File: src/rtl/hnf_data_buf_ctl_pkg.sv
// hnf_data_buf_ctl_pkg: op encodings and width helper shared by the HNF data-buffer controller
package hnf_data_buf_ctl_pkg;
  typedef enum logic [1:0] {
    OP_IDLE  = 2'd0,
    OP_READ  = 2'd1,
    OP_WRITE = 2'd2
  } op_e;
  function automatic int width_of(input int n);
    return n > 1 ? $clog2(n) : 1;
  endfunction
endpackage

File: src/rtl/hnf_dbuf_wq.sv
// hnf_dbuf_wq: write-queue FIFO of {idx,lane,data} entries with a per-entry index match vector
// Ports: push/push_* enqueue (ignored when full), pop dequeues head (ignored when empty),
// head_* current oldest entry, full/empty from registered count, match[i]=entry i valid and idx==cmp_idx.
module hnf_dbuf_wq #(
  parameter int ADDR_W = 10,
  parameter int DATA_W = 256,
  parameter int LANE_W = 1,
  parameter int DEPTH  = 4
) (
  input  logic              clk,
  input  logic              rst_n,
  input  logic              push,
  input  logic [ADDR_W-1:0] push_idx,
  input  logic [LANE_W-1:0] push_lane,
  input  logic [DATA_W-1:0] push_data,
  input  logic              pop,
  output logic [ADDR_W-1:0] head_idx,
  output logic [LANE_W-1:0] head_lane,
  output logic [DATA_W-1:0] head_data,
  output logic              full,
  output logic              empty,
  input  logic [ADDR_W-1:0] cmp_idx,
  output logic [DEPTH-1:0]  match
);
  localparam int PTR_W = $clog2(DEPTH);
  logic [ADDR_W-1:0] ent_idx_q [DEPTH];
  logic [LANE_W-1:0] ent_lane_q [DEPTH];
  logic [DATA_W-1:0] ent_data_q [DEPTH];
  logic [PTR_W-1:0] wr_ptr_q, wr_ptr_d, rd_ptr_q, rd_ptr_d;
  logic [PTR_W:0] cnt_q, cnt_d;
  logic do_push, do_pop;
  assign full = cnt_q == (PTR_W+1)'(DEPTH);
  assign empty = cnt_q == '0;
  assign do_push = push & ~full;
  assign do_pop = pop & ~empty;
  assign head_idx = ent_idx_q[rd_ptr_q];
  assign head_lane = ent_lane_q[rd_ptr_q];
  assign head_data = ent_data_q[rd_ptr_q];
  always_comb begin
    wr_ptr_d = wr_ptr_q + PTR_W'(do_push);
    rd_ptr_d = rd_ptr_q + PTR_W'(do_pop);
    cnt_d = cnt_q + (PTR_W+1)'(do_push) - (PTR_W+1)'(do_pop);
  end
  always_ff @(posedge clk or negedge rst_n) begin
    if (!rst_n) begin
      wr_ptr_q <= '0;
      rd_ptr_q <= '0;
      cnt_q <= '0;
    end else begin
      wr_ptr_q <= wr_ptr_d;
      rd_ptr_q <= rd_ptr_d;
      cnt_q <= cnt_d;
    end
  end
  always_ff @(posedge clk) begin
    if (do_push) begin
      ent_idx_q[wr_ptr_q] <= push_idx;
      ent_lane_q[wr_ptr_q] <= push_lane;
      ent_data_q[wr_ptr_q] <= push_data;
    end
  end
  // An entry is live when its distance past the read pointer is below the count.
  for (genvar i = 0; i < DEPTH; i++) begin : g_m
    logic [PTR_W-1:0] rel;
    assign rel = PTR_W'(i) - rd_ptr_q;
    assign match[i] = ({1'b0, rel} < cnt_q) && (ent_idx_q[i] == cmp_idx);
  end
endmodule

File: src/rtl/hnf_data_buf_ctl.sv
// hnf_data_buf_ctl: front-end controller for the HNF masked single-port data-buffer SRAM
// Ports: wr_* beat write requests (queued), rd_* full-line reads (granted directly), rsp_* tagged read data,
// ram_* registered SRAM drive, ram_rdata SRAM output, wq_empty drain indicator.
// Option: define HNF_DBUF_RAW_HAZARD_EN to hold reads that hit a queued or in-flight write to the same index.
module hnf_data_buf_ctl
  import hnf_data_buf_ctl_pkg::*;
#(
  parameter int ADDR_W     = 10,
  parameter int DATA_W     = 256,
  parameter int LANES      = 2,
  parameter int WQ_DEPTH   = 4,
  parameter int RD_LAT     = 1,
  parameter int STARVE_MAX = 3,
  localparam int LANE_W    = width_of(LANES)
) (
  input  logic                    clk,
  input  logic                    rst_n,
  input  logic                    wr_valid,
  output logic                    wr_ready,
  input  logic [ADDR_W-1:0]       wr_idx,
  input  logic [LANE_W-1:0]       wr_lane,
  input  logic [DATA_W-1:0]       wr_data,
  input  logic                    rd_valid,
  output logic                    rd_ready,
  input  logic [ADDR_W-1:0]       rd_idx,
  output logic                    rsp_valid,
  output logic [ADDR_W-1:0]       rsp_idx,
  output logic [DATA_W*LANES-1:0] rsp_data,
  output logic                    ram_we,
  output logic [ADDR_W-1:0]       ram_addr,
  output logic [LANES-1:0]        ram_wmask,
  output logic [DATA_W-1:0]       ram_wdata,
  input  logic [DATA_W*LANES-1:0] ram_rdata,
  output logic                    wq_empty
);
  localparam int SW = width_of(STARVE_MAX + 1);
  localparam logic [SW-1:0] SMAX = SW'(STARVE_MAX);
  op_e op;
  logic wq_full, wq_empty_w, hazard, grant_rd;
  logic [ADDR_W-1:0] head_idx;
  logic [LANE_W-1:0] head_lane;
  logic [DATA_W-1:0] head_data;
  logic [WQ_DEPTH-1:0] wq_match;
  logic [SW-1:0] starve_q, starve_d;
  logic ram_we_q, ram_we_d;
  logic [ADDR_W-1:0] ram_addr_q, ram_addr_d;
  logic [LANES-1:0] ram_wmask_q, ram_wmask_d;
  logic [DATA_W-1:0] ram_wdata_q, ram_wdata_d;
  logic [RD_LAT-1:0] pv_q, pv_d;
  logic [RD_LAT-1:0][ADDR_W-1:0] pidx_q, pidx_d;
  logic rsp_valid_q, rsp_valid_d;
  logic [ADDR_W-1:0] rsp_idx_q, rsp_idx_d;
  logic [DATA_W*LANES-1:0] rsp_data_q, rsp_data_d;
  hnf_dbuf_wq #(
    .ADDR_W(ADDR_W),
    .DATA_W(DATA_W),
    .LANE_W(LANE_W),
    .DEPTH (WQ_DEPTH)
  ) u_wq (
    .clk      (clk),
    .rst_n    (rst_n),
    .push     (wr_valid),
    .push_idx (wr_idx),
    .push_lane(wr_lane),
    .push_data(wr_data),
    .pop      (op == OP_WRITE),
    .head_idx (head_idx),
    .head_lane(head_lane),
    .head_data(head_data),
    .full     (wq_full),
    .empty    (wq_empty_w),
    .cmp_idx  (rd_idx),
    .match    (wq_match)
  );
`ifdef HNF_DBUF_RAW_HAZARD_EN
  assign hazard = |wq_match | (ram_we_q & (ram_addr_q == rd_idx));
`else
  logic unused_match;
  assign unused_match = ^wq_match;
  assign hazard = 1'b0;
`endif
  // Reads win unless the starvation limit is reached with a write waiting.
  assign grant_rd = rd_valid & ~hazard & (wq_empty_w | (starve_q != SMAX));
  assign op = grant_rd ? OP_READ : wq_empty_w ? OP_IDLE : OP_WRITE;
  assign rd_ready = grant_rd;
  assign wr_ready = ~wq_full;
  assign wq_empty = wq_empty_w;
  always_comb begin
    starve_d = (op == OP_WRITE || wq_empty_w) ? '0 : (op == OP_READ && starve_q != SMAX) ? starve_q + SW'(1) : starve_q;
    ram_we_d = op == OP_WRITE;
    ram_wmask_d = op == OP_WRITE ? LANES'(1) << head_lane : '0;
    ram_addr_d = op == OP_WRITE ? head_idx : op == OP_READ ? rd_idx : ram_addr_q;
    ram_wdata_d = op == OP_WRITE ? head_data : ram_wdata_q;
    pv_d = RD_LAT'({pv_q, op == OP_READ});
    pidx_d = (RD_LAT*ADDR_W)'({pidx_q, rd_idx});
    rsp_valid_d = pv_q[RD_LAT-1];
    rsp_idx_d = pv_q[RD_LAT-1] ? pidx_q[RD_LAT-1] : rsp_idx_q;
    rsp_data_d = pv_q[RD_LAT-1] ? ram_rdata : rsp_data_q;
  end
  always_ff @(posedge clk or negedge rst_n) begin
    if (!rst_n) begin
      starve_q <= '0;
      ram_we_q <= 1'b0;
      ram_addr_q <= '0;
      ram_wmask_q <= '0;
      ram_wdata_q <= '0;
      pv_q <= '0;
      pidx_q <= '0;
      rsp_valid_q <= 1'b0;
      rsp_idx_q <= '0;
      rsp_data_q <= '0;
    end else begin
      starve_q <= starve_d;
      ram_we_q <= ram_we_d;
      ram_addr_q <= ram_addr_d;
      ram_wmask_q <= ram_wmask_d;
      ram_wdata_q <= ram_wdata_d;
      pv_q <= pv_d;
      pidx_q <= pidx_d;
      rsp_valid_q <= rsp_valid_d;
      rsp_idx_q <= rsp_idx_d;
      rsp_data_q <= rsp_data_d;
    end
  end
  assign ram_we = ram_we_q;
  assign ram_addr = ram_addr_q;
  assign ram_wmask = ram_wmask_q;
  assign ram_wdata = ram_wdata_q;
  assign rsp_valid = rsp_valid_q;
  assign rsp_idx = rsp_idx_q;
  assign rsp_data = rsp_data_q;
endmodule
File: config.mk
export PLATFORM = sky130hd
export DESIGN_NAME = hnf_data_buf_ctl
export DESIGN_NICKNAME = d
export VERILOG_FILES = /design/src/rtl/hnf_data_buf_ctl_pkg.sv /design/src/rtl/hnf_dbuf_wq.sv /design/src/rtl/hnf_data_buf_ctl.sv
export SDC_FILE = /design/constraint.sdc
export NUM_CORES = 2
export LEC_CHECK = 0
export BUFFER_PORTS_ARGS = -buffer_cell sky130_fd_sc_hd__buf_2
export CAP_MARGIN = 20
export CORE_AREA = 8 8 608 610
export CTS_BUF_LIST = sky130_fd_sc_hd__clkbuf_2 sky130_fd_sc_hd__clkbuf_4 sky130_fd_sc_hd__clkbuf_8
export CTS_CLUSTER_DIAMETER = 150
export DETAILED_ROUTE_END_ITERATION = 10
export DIE_AREA = 0 0 616 618
export RECOVER_POWER = 100
export SYNTH_ARGS = -nofsm -noshare
export SYNTH_HDL_FRONTEND = slang
export SYNTH_HIERARCHICAL = 1
export SYNTH_SLANG_ARGS = --single-unit
export TNS_END_PERCENT = 30
File: constraint.sdc
create_clock -name clk -period 42.2 [get_ports clk]
set_input_delay 4.22 -clock clk [delete_from_list [all_inputs] [get_ports clk]]
set_output_delay 4.22 -clock clk [all_outputs]
set_load 0.005 [all_outputs]
==> results.tsv <==
metric	value	unit
synthCells	3135	
slowest_delay	2850	ps
cpMostUsedCell	clkbuf_1	
sw_frac_of_total	0.324	
status	complete, but fails checks	
critical_path.cell_chain	clkbuf_1 > clkbuf_1 > clkbuf_1 > clkbuf_1 > clkbuf_1 > clkbuf_1	
worst-path-max-fanout	70	
cp_top_family	buffers and inverters	
slew_viol_final	2723	
finalHoldViolations	0	
clock-root-buffer	clkbuf_8	
final_nets	5755	
drc	0	
die_area	0.381	sq mm
coreArea	0.360	sq mm
yosysWarnings	6	
critPathBufInv	6	
cts_max_path_buffers	4	
vias	40700	
cts_hold_buf	0	
cts_tree	built	
die_w	616	um
switchingPower	1.94	mW
fin_setup_tns	0	ps
synth_area	0.0704	sq mm
die_h	618	um
worst_ep_arrival_time	18290	ps
clk-insertion-delay-late	990	ps
period_share	0.429	
power.clock.fraction	0.298	
hold_class	reg2reg	
cp_slowest_cell	clkbuf_1	
avgSynthCellArea	22.5	sq um
viasPerCell	3.96	
power_density	67.2	mW/mm^2
power_leakage	32.5	nW
track_usage	0.169	
cts_buffers	331	
antenna_found_initial	277	
initial_core_util	0.195	
slew_headroom	-5.63	
utilization	0.247	
total_power	5.99	mW
max-vdd-ir-drop	0.0400	mV
setup_viol	0	
synth_nets	3932	
gp_congestion	0.972	
dp_hpwl	273000	um
grt_pass1_vias	41100	
skew	85.4	ps
seqPwrFrac	0.449	
areaGrowthSynthToFinish	26.5	%
grt_max_degree	177	
tightest_slew	9950	ps
dr.pass1.iters	5	
std_cell_rows	221	
p_int	4.05	mW
htree_num_levels	5	
postCtsSetupBuffers	0	
cp_data_required_time	42380	ps
grt_pass1_wl	427000	um
wl_per_cell	32.9	um
wirelength	338000	um
io_buffers	1587	
clock-sinks	1880	
critPathCaptureType	async pin	
io_pins	1588	
violations	max-capacitance violations, max-slew violations	
post_route_cells_drive_above_1_share	0.331	
fin_crit	18110	ps
grt-ovfl-total	0	
power_frac_comb	0.253	
cap_violations	46	
rsz0062_at_grt	false	
critPathKind	in2async	
clk_pin_slew	60	ps
ctsResizeCount	0	
antenna_left	0	
drt_iter0_drc	3173	
start_kind	primary input	
fmax	55.2	MHz
==> cell usage in the layout, fill, tap and decap left out, types with 10 or more instances in the layout <==
master,count
diode_2,234
mux2_1,199
dfrtp_1,810
edfxtp_1,1068
clkinv_1,41
mux4_1,255
mux2_2,575
clkinv_2,45
clkbuf_1,1087
buf_2,542
clkbuf_8,377
o221a_2,10
bufinv_16,12
mux4_2,12
clkbuf_4,100
==> power by group through the flow <==
stage / Combinational [mW] / Sequential (mW) / Clock [mW]
after floorplan: 0.923 / 2.71 / 0
after global placement: 1.73 / 2.68 / 0
after detailed placement: 1.74 / 2.70 / 0
after CTS: 1.75 / 2.67 / 1.84
after global routing: 1.60 / 2.74 / 1.92
final: 1.52 / 2.69 / 1.78
==> sequential cells by signal, summed over array words and instances (netlist names), 3 cells and up <==
name and cells:
ram_wdata 256, rsp_data 512, pidx_q 10, rsp_idx 10
u_wq/ent_data_q 1024, ram_addr 10, u_wq/cnt_q 3, u_wq/ent_idx_q 40
u_wq/ent_lane_q 4
==> per-layer routing <==
metal,vias up,wire [um],GRT usage
li1,16600,-,-
met3,794,27100,0.0548
met2,2038,166000,0.297
met5,-,592,0
met4,92,21600,0.0757
met1,21100,122000,0.185
==> final cells by class <==
class                      count  area (sq um)
multi-input combinational   1097         16200
antenna                      234           586
clock buffer                 477          5940
clock inverter               130          1130
timing repair buffer        1639          6860
inverter                       9          35.0
sequential                  1880         52400
tap                         4794          6000
fill                       37500        271000
==> per-stage QoR <==
stage          hold WS, ps  cells  worst slack (ps)  cell area, sq um
3_5_place_dp           436   9419             32970             83700
6_report               446  10300             24100             89100
3_3_place_gp           430   9419             32920             83700
5_1_grt                459  10200             21560             89000
2_1_floorplan          349   3135             17270             70400
4_1_cts                447  10000             32970             90800
==> worst paths after layout <==
path	from	end	slack (ps)	cells after the start
hold / removal	starve_q[0]$_DFFE_PN0P_	starve_q[0]$_DFFE_PN0P_	450	1
hold reg to reg	starve_q[0]$_DFFE_PN0P_	starve_q[0]$_DFFE_PN0P_	450	1
setup reg to reg	pv_q$_DFF_PN0_	rsp_data[125]$_DFFE_PN0P_	29830	5
setup / recovery	rst_n	rsp_data[386]$_DFFE_PN0P_	24100	6
max in group clk	wr_valid	u_wq/ent_data_q[1][134]$_DFFE_PP_	27100	7
min in group asynchronous	rst_n	ram_wdata[226]$_DFFE_PN0P_	4470	1
Note: power is estimated with default switching activity, not from simulation.
